==> src/rtl/pong_sfx_if.sv <==
// Signal bundle between the collision controller / bench (master)
// and the Pong sound-effect generator (slave).
interface pong_sfx_if;
  logic       en;
  logic       pad_col;
  logic       wall_col;
  logic       lossA;
  logic       lossB;
  logic       spk;
  logic       busy;
  logic [1:0] snd_id;

  modport master (
    output en, pad_col, wall_col, lossA, lossB,
    input  spk, busy, snd_id
  );

  modport slave (
    input  en, pad_col, wall_col, lossA, lossB,
    output spk, busy, snd_id
  );
endinterface

==> src/rtl/pong_sfx.sv <==
// Pong sound-effect generator: prioritised paddle blip, wall tone and
// four-note game-over jingle on a 1-bit square-wave speaker line.
module pong_sfx #(
  parameter int unsigned TICK_DIV  = 25000,
  parameter int unsigned PAD_HALF  = 20833,
  parameter int unsigned PAD_LEN   = 40,
  parameter int unsigned WALL_HALF = 50000,
  parameter int unsigned WALL_LEN  = 150,
  parameter int unsigned OVER_HI   = 25000,
  parameter int unsigned OVER_LO   = 37500,
  parameter int unsigned OVER_LEN  = 200
) (
  input  logic       clk,
  input  logic       rst_n,
  pong_sfx_if.slave  bus
);

  typedef enum logic [1:0] {
    S_IDLE = 2'd0,
    S_PAD  = 2'd1,
    S_WALL = 2'd2,
    S_OVER = 2'd3
  } state_t;

  localparam logic [15:0] TICK_LAST = 16'(TICK_DIV - 1);
  localparam logic [15:0] PAD_H     = 16'(PAD_HALF);
  localparam logic [15:0] WALL_H    = 16'(WALL_HALF);
  localparam logic [15:0] OVER_HI_H = 16'(OVER_HI);
  localparam logic [15:0] OVER_LO_H = 16'(OVER_LO);
  localparam logic [9:0]  PAD_LAST  = 10'(PAD_LEN - 1);
  localparam logic [9:0]  WALL_LAST = 10'(WALL_LEN - 1);
  localparam logic [9:0]  OVER_LAST = 10'(OVER_LEN - 1);

  function automatic logic [15:0] half_of(input state_t st, input logic [1:0] note);
    logic [15:0] h;
    case (st)
      S_PAD:   h = PAD_H;
      S_WALL:  h = WALL_H;
      S_OVER:  h = note[0] ? OVER_LO_H : OVER_HI_H;
      default: h = 16'd0;
    endcase
    return h;
  endfunction

  function automatic logic [9:0] len_last_of(input state_t st);
    logic [9:0] l;
    case (st)
      S_PAD:   l = PAD_LAST;
      S_WALL:  l = WALL_LAST;
      S_OVER:  l = OVER_LAST;
      default: l = 10'd0;
    endcase
    return l;
  endfunction

  logic        pad_q;
  logic        wall_q;
  logic        loss_q;
  logic        loss_s;
  logic        pad_ev_s;
  logic        wall_ev_s;
  logic        loss_ev_s;

  state_t      state_r;
  state_t      state_nx_s;
  state_t      start_st_s;
  logic        start_s;
  logic        note_adv_s;

  logic [15:0] hc_r;
  logic [15:0] ps_r;
  logic [9:0]  dc_r;
  logic [1:0]  note_r;
  logic [15:0] half_r;
  logic        spk_r;

  logic [15:0] hc_nx_s;
  logic [15:0] ps_nx_s;
  logic [9:0]  dc_nx_s;
  logic [1:0]  note_nx_s;
  logic [15:0] half_nx_s;
  logic        spk_nx_s;

  logic        tick_s;
  logic        eff_end_s;
  logic        hc_last_s;

  assign loss_s    = bus.lossA | bus.lossB;
  assign pad_ev_s  = bus.pad_col  & ~pad_q;
  assign wall_ev_s = bus.wall_col & ~wall_q;
  assign loss_ev_s = loss_s       & ~loss_q;

  assign tick_s    = (ps_r == TICK_LAST);
  assign eff_end_s = tick_s && (dc_r == len_last_of(state_r));
  assign hc_last_s = (hc_r == (half_r - 16'd1));

  // Edge-detect history; tracks the inputs even while muted so that
  // levels seen during mute never fire later.
  always_ff @(posedge clk) begin
    if (!rst_n) begin
      pad_q  <= 1'b0;
      wall_q <= 1'b0;
      loss_q <= 1'b0;
    end else begin
      pad_q  <= bus.pad_col;
      wall_q <= bus.wall_col;
      loss_q <= loss_s;
    end
  end

  // State and tone/duration datapath registers.
  always_ff @(posedge clk) begin
    if (!rst_n) begin
      state_r <= S_IDLE;
      hc_r    <= 16'd0;
      ps_r    <= 16'd0;
      dc_r    <= 10'd0;
      note_r  <= 2'd0;
      half_r  <= 16'd0;
      spk_r   <= 1'b0;
    end else begin
      state_r <= state_nx_s;
      hc_r    <= hc_nx_s;
      ps_r    <= ps_nx_s;
      dc_r    <= dc_nx_s;
      note_r  <= note_nx_s;
      half_r  <= half_nx_s;
      spk_r   <= spk_nx_s;
    end
  end

  // Next-state: event arbitration (OVER > WALL > PAD, equal restarts),
  // otherwise effect sequencing.
  always_comb begin
    state_nx_s = state_r;
    start_s    = 1'b0;
    start_st_s = S_IDLE;
    note_adv_s = 1'b0;
    if (!bus.en) begin
      state_nx_s = S_IDLE;
    end else if (loss_ev_s && (state_r != S_OVER)) begin
      start_s    = 1'b1;
      start_st_s = S_OVER;
      state_nx_s = S_OVER;
    end else if (wall_ev_s && (state_r != S_OVER)) begin
      start_s    = 1'b1;
      start_st_s = S_WALL;
      state_nx_s = S_WALL;
    end else if (pad_ev_s && ((state_r == S_IDLE) || (state_r == S_PAD))) begin
      start_s    = 1'b1;
      start_st_s = S_PAD;
      state_nx_s = S_PAD;
    end else begin
      case (state_r)
        S_IDLE: state_nx_s = S_IDLE;
        S_PAD, S_WALL: begin
          if (eff_end_s) begin
            state_nx_s = S_IDLE;
          end else begin
            state_nx_s = state_r;
          end
        end
        S_OVER: begin
          if (eff_end_s && (note_r == 2'd3)) begin
            state_nx_s = S_IDLE;
          end else if (eff_end_s) begin
            note_adv_s = 1'b1;
          end else begin
            state_nx_s = S_OVER;
          end
        end
        default: state_nx_s = S_IDLE;
      endcase
    end
  end

  // Datapath next values: clear on start/note change/idle, otherwise run.
  always_comb begin
    hc_nx_s   = hc_r;
    ps_nx_s   = ps_r;
    dc_nx_s   = dc_r;
    note_nx_s = note_r;
    half_nx_s = half_r;
    spk_nx_s  = spk_r;
    if (start_s) begin
      hc_nx_s   = 16'd0;
      ps_nx_s   = 16'd0;
      dc_nx_s   = 10'd0;
      note_nx_s = 2'd0;
      half_nx_s = half_of(start_st_s, 2'd0);
      spk_nx_s  = 1'b0;
    end else if (state_nx_s == S_IDLE) begin
      hc_nx_s   = 16'd0;
      ps_nx_s   = 16'd0;
      dc_nx_s   = 10'd0;
      note_nx_s = 2'd0;
      half_nx_s = 16'd0;
      spk_nx_s  = 1'b0;
    end else if (note_adv_s) begin
      hc_nx_s   = 16'd0;
      ps_nx_s   = 16'd0;
      dc_nx_s   = 10'd0;
      note_nx_s = note_r + 2'd1;
      half_nx_s = half_of(S_OVER, note_r + 2'd1);
      spk_nx_s  = 1'b0;
    end else begin
      if (hc_last_s) begin
        hc_nx_s  = 16'd0;
        spk_nx_s = ~spk_r;
      end else begin
        hc_nx_s  = hc_r + 16'd1;
        spk_nx_s = spk_r;
      end
      if (tick_s) begin
        ps_nx_s = 16'd0;
        dc_nx_s = dc_r + 10'd1;
      end else begin
        ps_nx_s = ps_r + 16'd1;
        dc_nx_s = dc_r;
      end
    end
  end

  // Outputs are taken straight from registers.
  always_comb begin
    bus.spk    = spk_r;
    bus.busy   = (state_r != S_IDLE);
    bus.snd_id = state_r;
  end

endmodule

==> src/flat_wrapper.sv <==
// flat-port wrapper written by rule: the top's interface ports become plain ports
module pong_sfx_flat 
#(
  parameter int unsigned TICK_DIV  = 25000,
  parameter int unsigned PAD_HALF  = 20833,
  parameter int unsigned PAD_LEN   = 40,
  parameter int unsigned WALL_HALF = 50000,
  parameter int unsigned WALL_LEN  = 150,
  parameter int unsigned OVER_HI   = 25000,
  parameter int unsigned OVER_LO   = 37500,
  parameter int unsigned OVER_LEN  = 200
)
  (clk, rst_n, bus_en, bus_pad_col, bus_wall_col, bus_lossA, bus_lossB, bus_spk, bus_busy, bus_snd_id);
  pong_sfx_if bus_i ();
  input  logic clk;
  input  logic rst_n;
  input wire logic [$bits(bus_i.en)-1:0] bus_en;
  input wire logic [$bits(bus_i.pad_col)-1:0] bus_pad_col;
  input wire logic [$bits(bus_i.wall_col)-1:0] bus_wall_col;
  input wire logic [$bits(bus_i.lossA)-1:0] bus_lossA;
  input wire logic [$bits(bus_i.lossB)-1:0] bus_lossB;
  output wire logic [$bits(bus_i.spk)-1:0] bus_spk;
  output wire logic [$bits(bus_i.busy)-1:0] bus_busy;
  output wire logic [$bits(bus_i.snd_id)-1:0] bus_snd_id;
  assign bus_i.en = bus_en;
  assign bus_i.pad_col = bus_pad_col;
  assign bus_i.wall_col = bus_wall_col;
  assign bus_i.lossA = bus_lossA;
  assign bus_i.lossB = bus_lossB;
  assign bus_spk = bus_i.spk;
  assign bus_busy = bus_i.busy;
  assign bus_snd_id = bus_i.snd_id;
  pong_sfx #(.TICK_DIV(TICK_DIV), .PAD_HALF(PAD_HALF), .PAD_LEN(PAD_LEN), .WALL_HALF(WALL_HALF), .WALL_LEN(WALL_LEN), .OVER_HI(OVER_HI), .OVER_LO(OVER_LO), .OVER_LEN(OVER_LEN)) u_core (.clk(clk), .rst_n(rst_n), .bus(bus_i));
endmodule
==> config.mk <==
export PLATFORM = sky130hd
export DESIGN_NAME = pong_sfx_flat
export DESIGN_NICKNAME = d
export VERILOG_FILES = /design/src/rtl/pong_sfx_if.sv /design/src/rtl/pong_sfx.sv /design/src/flat_wrapper.sv
export SDC_FILE = /design/constraint.sdc
export NUM_CORES = 1
export LEC_CHECK = 0
export ABC_CLOCK_PERIOD_IN_PS = 4300
export CORE_MARGIN = 2
export CORE_UTILIZATION = 55
export CTS_BUF_LIST = sky130_fd_sc_hd__clkbuf_8
export DETAILED_ROUTE_END_ITERATION = 7
export PLACE_DENSITY = 0.73
export SLEW_MARGIN = 20
export SYNTH_ARGS = -nofsm -noshare
export SYNTH_HDL_FRONTEND = slang
export SYNTH_SLANG_ARGS = --single-unit
==> constraint.sdc <==
create_clock -name clk -period 4.3 [get_ports clk]
set_input_delay 1.29 -clock clk [delete_from_list [all_inputs] [get_ports clk]]
set_output_delay 1.29 -clock clk [all_outputs]
set_load 0.01 [all_outputs]
# Word-level counts from Yosys, hierarchy flattened
# Cells that the tools add are included.
# W data, S select, Z words.
dict set report totals {
  register_bits 66
  in_bits 7
  out_inout_bits 4
  word_cells 79
}
dict set report classes {
  bitwise 9
  n_reduce_logical 15
  eq_ne 11
  muxes 29
  add_sub_neg 5
}
# cell count
set ops {}
lappend ops {{$mux W16} 4}
lappend ops {{$pmux W16 S3} 1}
lappend ops {{$add A16 B1 Y16 const B} 2}
lappend ops {{$pmux W8 S3} 1}
lappend ops {{$mux W2} 10}
lappend ops {{$eq A16 B15 Y1 const B} 1}
lappend ops {{$eq A16 B16 Y1} 1}
lappend ops {{$sub A16 B1 Y16 const B} 1}
lappend ops {{$mux W1} 12}
lappend ops {{$add A10 B1 Y10 const B} 1}
lappend ops {{$eq A10 B8 Y1} 1}
lappend ops {{$eq A2 B2 Y1 const B} 5}
lappend ops {{$reduce_or A5 Y1} 2}
lappend ops {{$pmux W2 S3} 1}
lappend ops {{$logic_and A1 B1 Y1} 5}
lappend ops {{$not A1 Y1} 5}
lappend ops {{$eq A2 B1 Y1 const B} 2}
lappend ops {{$logic_not A2 Y1} 2}
lappend ops {{$reduce_or A4 Y1} 1}
lappend ops {{$and A1 B1 Y1} 3}
lappend ops {{$reduce_bool A3 Y1} 1}
lappend ops {{$reduce_or A3 Y1} 1}
lappend ops {{$add A2 B1 Y2 const B} 1}
lappend ops {{$ne A2 B2 Y1 const B} 1}
lappend ops {{4 further kinds} 4}

# Depth between registers and ports, before layout
dict set report logic_depth {
  depth_word 14
  mapped_depth 12
  mapped_depth_nobuf 9
}

# Least setup slack after synthesis
# OpenSTA, ideal clock, no wires.
dict set report synth_path {
  kind {in2reg}
  start {input bus_lossB}
  end {register u_core.hc_r[10]}
  stages 10
  t_arrival_ns 3.088
  required_ns 4.227
  slack_ns 1.139
  path_buffers 3
  setup_time_ns 0.073
  path_cell_list {nor2_1 nor4b_2 o21bai_1 inv_1 a32o_1 buf_2 a211o_1 buf_2 buf_6 nor3_2}
}
dict set report synth_via {
  elab_chain_len 7
  word_cells_on_any_way 11
  cone_classes {mux (6); bitwise (2); reduce/logical (3)}
}
# element line_no
set synth_lines {}
lappend synth_lines {{start, declared} flat_wrapper.sv:21} ;# input wire logic [$bits(bus_i.lossB)-1:0] bus_lossB;
lappend synth_lines {{$or A1 B1 Y1 *} pong_sfx.sv:88} ;# assign loss_s = bus.lossA | bus.lossB;
lappend synth_lines {{$and A1 B1 Y1 *} pong_sfx.sv:91} ;# assign loss_ev_s = loss_s & ~loss_q;
lappend synth_lines {{$logic_and A1 B1 Y1 *} pong_sfx.sv:141} ;# end else if (loss_ev_s && (state_r != S_OVER)) begin
lappend synth_lines {{$mux W2} pong_sfx.sv:141}
lappend synth_lines {{$mux W2} pong_sfx.sv:139} ;# if (!bus.en) begin
lappend synth_lines {{$logic_not A2 Y1} pong_sfx.sv:192} ;# end else if (state_nx_s == S_IDLE) begin
lappend synth_lines {{$reduce_or A5 Y1 (no source line) *} --}
lappend synth_lines {{end signal, assigned} pong_sfx.sv:123} ;# hc_r <= hc_nx_s;
lappend synth_lines {{end, declared} pong_sfx.sv:70} ;# logic [15:0] hc_r;
# Every way passes the cells marked *; elsewhere a longest branch is shown, timed or not.
# A chain may end at the register's enable or synchronous reset.

# Worst setup path in the final report
dict set report layout_path {
  start {input bus_en}
  end {register u_core.ps_r[4]}
}
dict set report layout_via {
  elab_chain_len 3
  word_cells_on_any_way 5
  cone_classes {mux (3); reduce/logical (2)}
}
# element line_no
set layout_lines {}
lappend layout_lines {{start, declared} flat_wrapper.sv:17} ;# input wire logic [$bits(bus_i.en)-1:0] bus_en;
lappend layout_lines {{$mux W2} pong_sfx.sv:139}
lappend layout_lines {{$logic_not A2 Y1} pong_sfx.sv:192}
lappend layout_lines {{$reduce_or A5 Y1 (no source line) *} --}
lappend layout_lines {{end signal, assigned} pong_sfx.sv:124} ;# ps_r <= ps_nx_s;
lappend layout_lines {{end, declared} pong_sfx.sv:71} ;# logic [15:0] ps_r;
# Marks and branches as above.

==> metrics.md <==
| Metric | Value |
|---|---|
| Least-Margin Pin Slew | 0.990 ns |
| CP peak stage delay | 0.63 ns |
| Fmax | 0.281 GHz |
| Yosys warns | 0 |
| Worst skew pair latency | 0.34 ns |
| Num Clock Sinks | 59 |
| Worst clock skew | 0.00653 ns |
| Slew Limit Headroom | 34.0% |
| Most frequent cells in the layout | dfxtp_1, nor2_1, xnor2_1, xor2_1, nand3_1 |
| Final setup violation count | 0 |
| Min Tclk post-route | 3.56 ns |
| Area leader, netlist | dfxtp_1 |
| Seq cells post-synth | 59 |
| Input/output buffers | 10 |
| Starting density of the core | 57.9% |
| CTS Buf Count | 9 |
| Largest net degree at the start of global routing | 29 |
| Area contributors post-synth | dfxtp_1, xnor2_1, xor2_1, ha_1, nor2_1 |
| # diodes | 0 |
| Hold Buf Count CTS | 0 |
| WL/cell | 14.3 µm |
| Final net count | 400 |
| WP buf/inv | 2 |
| Die height | 80.8 µm |
| Worst hold path startpoint | u_core.ps_r[0]$_SDFF_PP0_ |
| Core Rows | 27 |
| Worst setup path class | input port to flip-flop |
| Worst-path maximum fanout | 16 |
| Total track usage | 22.1% |
| Peak supply drop | 351 µV |
| Root Driver | clkbuf_8 |
| Area of the core | 5610 µm² |
| GRT overflow | 0 |
| CTS clk-pin slew, worst paths | 0.07 ns |
| First DRT Iteration DRCs | 126 |
| Worst setup EP type | flip-flop |
| Post-DP HPWL | 4680 µm |
| # resized after CTS | 0 |
| CTS tree | done |
| Crit path max-delay cell type | a2111o_1 |
| Synth top area share | 36.4% |
| Critical Path Start | bus_en |
| Kind of cell adding the most delay to the critical path | compound AO/OA/AOI/OAI gates |
| Placer Congestion | 0.855 |
| Status | finished, final reports clean |
| P_leak | 1.25 nW |
| Die area | 6530 µm² |
| Via count | 2601 |
| CP required | 4.57 ns |
| Final Slew Violations | 0 |
| TNS Setup | 0 ns |
| Synthesis-to-layout area growth | 10.9% |
| Vias in the first global route | 2536 |
| Syn Inst Count | 371 |
| Max Root-Sink Buffers | 2 |
| Routed Antenna Nets | 0 |
| Power per Cell Area | 348 nW/µm² |
| Setup slack, reg-to-reg | 1.26 ns |
| RSZ-0062 raised after global routing | no |
| Sequential element share of the synthesized area | 36.4% |
| Ys async rst share | 0% |
| H-tree depth | 3 |
| Worst min path class | flip-flop to flip-flop |
| I/O pin cnt | 11 |
| Final period util | 82.9% |
| Mapped Avg Cell Area | 8.75 µm² |
| Fin. Hold Viols | 0 |
| Worst setup SP type | input port |
| R2r startpoint | u_core.bus.snd_id[1]$_SDFF_PN0_ |
| Cell Chain, Critical Path | clkdlybuf4s50_1 > nor4b_2 > o21bai_1 > inv_1 > a32o_1 > a2111o_1 > nor2_1 |
| Remaining DRCs | 0 |
| Initial antenna violation count | 0 |
| Critical Path AT | 3.84 ns |
| Post-CTS Setup Inserts | 0 |
| First-pass GRT wire length | 11300 µm |
| Max-Cap Viols | 0 |
| Top_reg_cell synth | dfxtp_1 |
| Synthesized net count | 391 |
| Vias/cell | 5.69 |
| Netlist cell types | 58 |
| Pre-antenna DRT Iters | 4 |
| Post-synth EDFFs | 0 |
| Post-synthesis cell area | 3250 µm² |
| Routed Wire Length | 6530 µm |
| Final design utilization | 64.2% |
| Width of the die | 80.8 µm |
| Layout cells sized above 1 | 8.83% |
| Most common cell after layout, fill and taps aside | dfxtp_1 |
==> state kept, by name, summed over array words and instances (netlist names) <==
name	count
u_core.half_r	9
u_core.ps_r	16
u_core.bus.snd_id	2
u_core.wall_q	1
u_core.bus.spk	1
u_core.hc_r	16
u_core.loss_q	1
u_core.pad_q	1
u_core.dc_r	10
u_core.note_r	2
==> cells in the mapped netlist, types with 4 or more instances <==
cell,instances
nor2_1,41
ha_1,13
buf_2,8
o21ai_0,5
xnor2_1,28
clkbuf_1,4
a211oi_1,6
xor2_1,25
a21oi_1,7
dfxtp_1,59
and2_1,6
nor3_2,6
nand3_1,22
inv_1,20
nor3_1,19
or3_1,6
and3_1,11
nand2_1,20
nand4_1,7
==> cells by family (layout without fill, tap and decap cells) <==
family,count (synthesis),after routing,synth area share [%]
AO/OA/AOI/OAI,49,49,12.0
XOR/XNOR,53,53,14.3
adder cells (fa/ha/maj),13,13,5.01
buffers and inverters,35,49,4.82
flip-flops,59,59,36.4
multiplexers,2,2,0.617
AND/OR/NAND/NOR,160,160,26.9
==> power breakdown <==
part	internal (mW)	total (mW)	leakage (nW)	switching [mW]
combinational	0.0520	0.116	0.654	0.0636
clock	0.355	0.571	0.117	0.216
sequential	0.555	0.568	0.477	0.0127
==> final timing paths <==
check	to	cells past startpoint
setup / recovery	u_core.ps_r[4]$_SDFF_PP0_	7
hold / removal	u_core.ps_r[0]$_SDFF_PP0_	1
setup reg to reg	u_core.ps_r[4]$_SDFF_PP0_	8
hold reg to reg	u_core.ps_r[0]$_SDFF_PP0_	1
==> layout make-up <==
cell class / count / area (µm²)
Sequential cell: 59 / 1180
Clock buffer: 11 / 151
Fill cell: 504 / 2010
Clock inverter: 5 / 76.3
Timing Repair Buffer: 12 / 115
Inverter: 21 / 78.8
Tap cell: 72 / 90.1
Multi-Input combinational cell: 277 / 1910
==> per-layer routing <==
layer  track usage [%]  share of wire (%)
met2              38.4                 49
met1              25.3                 46
met4              10.3                2.1
met5                 0                  0
met3              5.78                3.0
==> stage by stage <==
stage	hold WS [ns]	cells	worst slack, ns	total power [mW]	instance area (µm²)
2_1_floorplan	0.438	371	1.14	0.665	3250
3_3_place_gp	0.463	441	0.521	0.693	3370
3_5_place_dp	0.466	441	0.407	0.694	3370
4_1_cts	0.488	457	0.763	1.26	3600
5_1_grt	0.503	457	0.491	1.30	3600
6_report	0.484	457	0.735	1.25	3600
No activity file was read; power rests on OpenSTA's default activity.
